<file path="src/rtl/char_renderer_pkg.sv">
// Shared constants and helpers for the text-mode character renderer.
package char_renderer_pkg;

  // Screen geometry: first visible pixel and text grid size
  localparam logic [10:0] HBP          = 11'd112;
  localparam logic [10:0] VBP          = 11'd145;
  localparam int          COLS_LOG2    = 6;
  localparam int          ROWS_LOG2    = 4;
  localparam int          GLYPH_W_LOG2 = 3;
  localparam int          GLYPH_H_LOG2 = 4;

  // Cursor blink period is 2^BLINK_LOG2 frames
  localparam int          BLINK_LOG2   = 5;

  // Inactive sync level
  localparam logic        SYNC_OFF     = 1'b1;

  // Sync/blank bundle carried alongside the pixel pipeline
  typedef struct packed {
    logic hsync;
    logic vsync;
    logic blank;
  } sync_t;

  localparam sync_t SYNC_RESET = '{hsync: SYNC_OFF, vsync: SYNC_OFF, blank: 1'b1};

  // Select one pixel from a glyph row; bit 7 is the leftmost pixel
  function automatic logic glyph_pixel(input logic [7:0] row_bits,
                                       input logic [GLYPH_W_LOG2-1:0] bit_idx);
    return row_bits[3'd7 - bit_idx];
  endfunction

endpackage

</file>
<file path="src/rtl/char_renderer_delay_line.sv">
// Reset-to-value shift register used to align sync/blank with the pixel.
module delay_line #(
  parameter int               WIDTH     = 1,
  parameter int               DEPTH     = 1,
  parameter logic [WIDTH-1:0] RESET_VAL = '0
) (
  input  logic             i_clk,
  input  logic             i_rst,
  input  logic [WIDTH-1:0] i_d,
  output logic [WIDTH-1:0] o_q
);

  logic [WIDTH-1:0] r_stage [DEPTH];

  // Shift the input through DEPTH stages; reset loads every stage with RESET_VAL
  always_ff @(posedge i_clk or posedge i_rst) begin
    if (i_rst) begin
      for (int i = 0; i < DEPTH; i++) begin
        r_stage[i] <= RESET_VAL;
      end
    end else begin
      r_stage[0] <= i_d;
      for (int i = 1; i < DEPTH; i++) begin
        r_stage[i] <= r_stage[i-1];
      end
    end
  end

  assign o_q = r_stage[DEPTH-1];

endmodule

</file>
<file path="src/rtl/char_renderer.sv">
// Text-mode pixel stage: screen buffer fetch, font fetch, inverse video,
// blinking block cursor. Every output lags hc/vc by exactly 3 clocks.
module char_renderer
  import char_renderer_pkg::*;
(
  input  logic        i_px_clk,
  input  logic        i_clr,
  input  logic [10:0] i_hc,
  input  logic [10:0] i_vc,
  input  logic        i_hsync,
  input  logic        i_vsync,
  input  logic        i_hblank,
  input  logic        i_vblank,
  input  logic [5:0]  i_cursor_x,
  input  logic [3:0]  i_cursor_y,
  input  logic        i_cursor_en,
  output logic [9:0]  o_buffer_addr,
  input  logic [7:0]  i_buffer_data,
  output logic [10:0] o_font_addr,
  input  logic [7:0]  i_font_data,
  output logic        o_pixel,
  output logic        o_hsync_out,
  output logic        o_vsync_out,
  output logic        o_blank_out
);

  // Position inside the display area; only the low bits are meaningful
  logic [8:0]                w_x;
  logic [7:0]                w_y;
  logic [COLS_LOG2-1:0]      w_col;
  logic [GLYPH_W_LOG2-1:0]   w_bit;
  logic [ROWS_LOG2-1:0]      w_row;
  logic [GLYPH_H_LOG2-1:0]   w_line;
  logic                      w_cursor_hit;

  assign w_x    = 9'(i_hc - HBP);
  assign w_y    = 8'(i_vc - VBP);
  assign w_col  = w_x[8:3];
  assign w_bit  = w_x[2:0];
  assign w_row  = w_y[7:4];
  assign w_line = w_y[3:0];

  assign w_cursor_hit  = i_cursor_en && (w_col == i_cursor_x) && (w_row == i_cursor_y);
  assign o_buffer_addr = {w_row, w_col};

  // Stage 1 (buffer data arriving) and stage 2 (font data arriving) state
  logic [GLYPH_H_LOG2-1:0] r_line_d1;
  logic [GLYPH_W_LOG2-1:0] r_bit_d1;
  logic                    r_blank_d1;
  logic                    r_cursor_d1;
  logic [GLYPH_W_LOG2-1:0] r_bit_d2;
  logic                    r_blank_d2;
  logic                    r_cursor_d2;
  logic                    r_inv_d2;
  logic [BLINK_LOG2-1:0]   r_frame_cnt;
  logic                    r_pixel;
  logic                    w_blink_on;
  logic                    w_pixel_next;
  sync_t                   w_sync_in;
  sync_t                   w_sync_d3;

  assign o_font_addr = {i_buffer_data[6:0], r_line_d1};

  // Stage 1: hold pixel position and cursor match while the buffer RAM reads
  always_ff @(posedge i_px_clk or posedge i_clr) begin
    if (i_clr) begin
      r_line_d1   <= 4'd0;
      r_bit_d1    <= 3'd0;
      r_blank_d1  <= 1'b1;
      r_cursor_d1 <= 1'b0;
    end else begin
      r_line_d1   <= w_line;
      r_bit_d1    <= w_bit;
      r_blank_d1  <= i_hblank | i_vblank;
      r_cursor_d1 <= w_cursor_hit;
    end
  end

  // Stage 2: carry position forward and capture the inverse attribute
  always_ff @(posedge i_px_clk or posedge i_clr) begin
    if (i_clr) begin
      r_bit_d2    <= 3'd0;
      r_blank_d2  <= 1'b1;
      r_cursor_d2 <= 1'b0;
      r_inv_d2    <= 1'b0;
    end else begin
      r_bit_d2    <= r_bit_d1;
      r_blank_d2  <= r_blank_d1;
      r_cursor_d2 <= r_cursor_d1;
      r_inv_d2    <= i_buffer_data[7];
    end
  end

  // Frame counter advances once per frame at the (0,0) position
  always_ff @(posedge i_px_clk or posedge i_clr) begin
    if (i_clr) begin
      r_frame_cnt <= '0;
    end else if ((i_hc == 11'd0) && (i_vc == 11'd0)) begin
      r_frame_cnt <= r_frame_cnt + 1'b1;
    end else begin
      r_frame_cnt <= r_frame_cnt;
    end
  end

  // Cursor shows during the first half of each blink period
  assign w_blink_on = ~r_frame_cnt[BLINK_LOG2-1];

  // Pixel mux: glyph bit, then inverse, then cursor; cursor over inverse cancels
  always_comb begin
    w_pixel_next = 1'b0;
    if (r_blank_d2) begin
      w_pixel_next = 1'b0;
    end else begin
      w_pixel_next = glyph_pixel(i_font_data, r_bit_d2) ^ r_inv_d2 ^ (r_cursor_d2 & w_blink_on);
    end
  end

  // Output pixel register
  always_ff @(posedge i_px_clk or posedge i_clr) begin
    if (i_clr) begin
      r_pixel <= 1'b0;
    end else begin
      r_pixel <= w_pixel_next;
    end
  end

  assign w_sync_in = '{hsync: i_hsync, vsync: i_vsync, blank: i_hblank | i_vblank};

  delay_line #(
    .WIDTH     (3),
    .DEPTH     (3),
    .RESET_VAL (SYNC_RESET)
  ) u_sync_delay (
    .i_clk (i_px_clk),
    .i_rst (i_clr),
    .i_d   (w_sync_in),
    .o_q   (w_sync_d3)
  );

  assign o_pixel     = r_pixel;
  assign o_hsync_out = w_sync_d3.hsync;
  assign o_vsync_out = w_sync_d3.vsync;
  assign o_blank_out = w_sync_d3.blank;

endmodule
</file>
<file path="config.mk">
export PLATFORM = sky130hd
export DESIGN_NAME = char_renderer
export DESIGN_NICKNAME = d
export VERILOG_FILES = /design/src/rtl/char_renderer_pkg.sv /design/src/rtl/char_renderer_delay_line.sv /design/src/rtl/char_renderer.sv
export SDC_FILE = /design/constraint.sdc
export NUM_CORES = 1
export LEC_CHECK = 0
export BUFFER_PORTS_ARGS = -buffer_cell sky130_fd_sc_hd__buf_4
export CORE_MARGIN = 10
export CORE_UTILIZATION = 30
export CTS_BUF_LIST = sky130_fd_sc_hd__clkbuf_2 sky130_fd_sc_hd__clkbuf_4 sky130_fd_sc_hd__clkbuf_8
export DETAILED_ROUTE_END_ITERATION = 10
export PLACE_DENSITY = 0.68
export SLEW_MARGIN = 20
export SYNTH_ARGS = -nofsm -noshare
export SYNTH_HDL_FRONTEND = slang
export SYNTH_SLANG_ARGS = --single-unit
</file>
<file path="constraint.sdc">
create_clock -name i_px_clk -period 1.5 [get_ports i_px_clk]
set_input_delay 0.075 -clock i_px_clk [delete_from_list [all_inputs] [get_ports i_px_clk]]
set_output_delay 0.075 -clock i_px_clk [all_outputs]
set_load 0.02 [all_outputs]
</file>
==> flow_summary.ini <==
[outcome]
outcome = finished clean

[pwr]
clock_power_share = 0.253
cell_internal_pwr_mw = 1.25
p_sw_uw = 409
p_sw_frac = 0.247
peakVddDrop_uv = 386
pwr-share-seq = 0.488
pwr_density_cell_nw_per_um2 = 763
p_leak_nw = 1.06
finalPower_mw = 1.66
power_frac_comb = 0.259

[setup_path]
end_kind = output port
crit_chain = buf_4, buf_4, o41a_1, buf_4, nor2_1, xnor2_1, buf_4
r2r_cells = 4
slowest_delay_ns = 0.40
cpMaxStageDelayCell = o41a_1
crit_top_cell = buf_4
ff2ff_setup_slack_ns = 0.11
cp-start-kind = primary input
cp.required_ns = 1.42
r2r-end = o_pixel
startpoint = i_vc[1]
critPathKind = in2out
rr_startpoint = r_bit_d2[1]
critPathArrivalTime_ns = 1.37
worstSetupEndpoint = o_buffer_addr[9]
cp_max_fo = 5

[clock_tree]
clk_latency_ns = 0.26
clockRootBuffer = clkbuf_8
cts_buffers = 3
path_clk_slew_ns = 0.08
cts_tree = done
cts.sinks = 28
cts_setup_buffers = 0
cts_buffer_depth = 2
h-tree-depth = 1

[yosys]
async_reset_ff_frac = 1.00
ys_warn_count = 0
syn_inst = 114
synth_seq_area_share = 0.496
synth_top_area_cell = dfrtp_1
yosys_register_bits = 28
syn-cell-area_um2 = 1440
synth_common_cells = dfrtp_1, xor2_1, dfstp_2, buf_4
synth.most_common_cell = dfrtp_1
synth_top_area_frac = 0.331
synth_cell_type_count = 32
synthTopCellsByArea = dfrtp_1, dfstp_2, xor2_1
synth_nets = 174
synth_edf_count = 0
syn_avg_cell_area_um2 = 12.6
synthFlopType = dfrtp_1

[sta]
rsz0062_at_grt = no
slew_headroom = 0.677
tightest_slew_ns = 0.484
fin_ws_ns = 0.0516
fin_crit_sh = 0.966
slew_violations = 0
finalHoldViolations = 0
setup_violations = 0
post-route-min-period_ns = 1.45
max_freq_ghz = 0.690
fin_skew_ns = 0.00268

[die]
die_h_um = 89.2
rows = 25
core-area_um2 = 4690
num_io_pins = 80
start_util = 0.306
die_w_um = 89.2
die-area_um2 = 7960

[place]
hpwlAfterDp_um = 3200
io_buffers = 65
placed_area_um2 = 2010
placed_cells = 235
place_congestion = 0.763
place_ws_ns = -0.196

[global_routing]
grt_use_total = 0.0993
overflow = 0
antenna_found_initial = 0
grt_pass1_wl_um = 6230
grt_max_degree = 16
grt_pass1_vias = 1278

[routing]
vias_per_cell = 4.51
drcViolationCount = 0
wl_per_cell_um = 15.5
drt_iter0_drc = 27
finalWirelength_um = 3840
ant_nets = 0
first_pass_iters = 4
via_count = 1118

[finish]
final_net_count = 255
multi_input_area_um2 = 651
drive_above_1_share = 0.510
synthToLayoutAreaGrowth_pct = 51.1
antenna_cells = 0
final-seq-area_um2 = 712
utilization = 0.463
layoutNonFillerInstCount = 248
final_area_um2 = 2170
num-fill-cells = 429

[worst_hold_path]
hold_path.class = in2reg

[run]
drv_cap = 0
==> what timing repair did <==
item                                    CTS  global route
gates cloned                              0             0
pin swaps                                 2             2
hold endpoints to repair                 11             0
resized for setup                         3             2
endpoints found under the setup margin    1             1
hold buffers                             10             0
==> cell type report <==
| class | instances | share of cell area |
|---|---|---|
| tap | 54 | 0.0311 |
| timing repair buffer | 85 | 0.305 |
| sequential | 28 | 0.328 |
| multi-input combinational | 70 | 0.300 |
| clock buffer | 4 | 0.0225 |
| inverter | 7 | 0.0133 |
==> kinds of logic (layout without fill, tap and decap cells) <==
group                    count (synthesis)  after routing  share of synthesized area
AO/OA/AOI/OAI                            7              7                     0.0348
XOR/XNOR                                24             24                      0.186
adder cells (fa/ha/maj)                  5              5                     0.0436
buffers and inverters                   16             96                     0.0627
flip-flops                              28             28                      0.496
multiplexers                             4              4                     0.0462
AND/OR/NAND/NOR                         30             30                      0.131
==> routing by layer <==
metal / track usage / share of wire / vias to the layer above
li1: - / - / 544
met1: 0.124 / 0.41 / 524
met5: 0 / 0 / -
met2: 0.156 / 0.47 / 46
met3: 0.0392 / 0.12 / 4
met4: 0.0246 / 0.0039 / 0
==> how the worst min path moves through the flow <==
stage	from	to	slack (ns)	cells after the start
floorplan	i_vsync	u_sync_delay.r_stage[7]	0.08	0
global placement	i_clr	r_bit_d2[2]	0.12	2
detailed placement	i_clr	r_bit_d2[2]	0.13	2
CTS	i_vc[3]	r_line_d1[3]	0.03	2
global route	i_vc[2]	r_line_d1[2]	0.03	2
finish	i_vc[3]	r_line_d1[3]	0.03	2
==> registers in the layout (all words and copies together) (netlist names) <==
name                  flops
r_cursor_d2               1
o_pixel                   1
r_line_d1                 4
r_cursor_d1               1
u_sync_delay.r_stage      6
r_bit_d2                  3
u_sync_delay.o_q          3
r_frame_cnt               5
r_inv_d2                  1
r_bit_d1                  3
==> stage by stage <==
| step | hold WS, ns | TNS [ns] |
|---|---|---|
| after global placement | 0.122 | -0.485 |
| final | 0.0331 | 0 |
| after global routing | 0.0346 | 0 |
| after CTS | 0.0290 | 0 |
| after floorplan | 0.0795 | -0.0266 |
| after detailed placement | 0.133 | -0.839 |
==> cells in the final DEF, fill, tap and decap left out, drive strengths merged, types with 3 or more instances in the layout <==
cell and n:
ha 5, dlygate4sd3 10, nor4 3, xnor2 7
inv 7, nor3 7, buf 75, clkbuf 4
xor2 13, nor2 4, dfrtp 19, dfstp 9
nor4b 3
==> power by group through the flow <==
stage | clock [mW] | combinational (mW) | sequential (mW)
4_1_cts | 0.433 | 0.435 | 0.809
6_report | 0.418 | 0.429 | 0.808
5_1_grt | 0.467 | 0.469 | 0.813
3_5_place_dp | 0 | 0.410 | 0.823
2_1_floorplan | 0 | 0.195 | 0.841
3_3_place_gp | 0 | 0.407 | 0.821
==> worst max-delay path: cells and delay by family <==
kind,cells,cell delay (ns)
buffers and inverters,4,0.58
XOR/XNOR,1,0.15
AO/OA/AOI/OAI,1,0.40
AND/OR/NAND/NOR,1,0.17
Note: power is estimated with default switching activity, not from simulation.
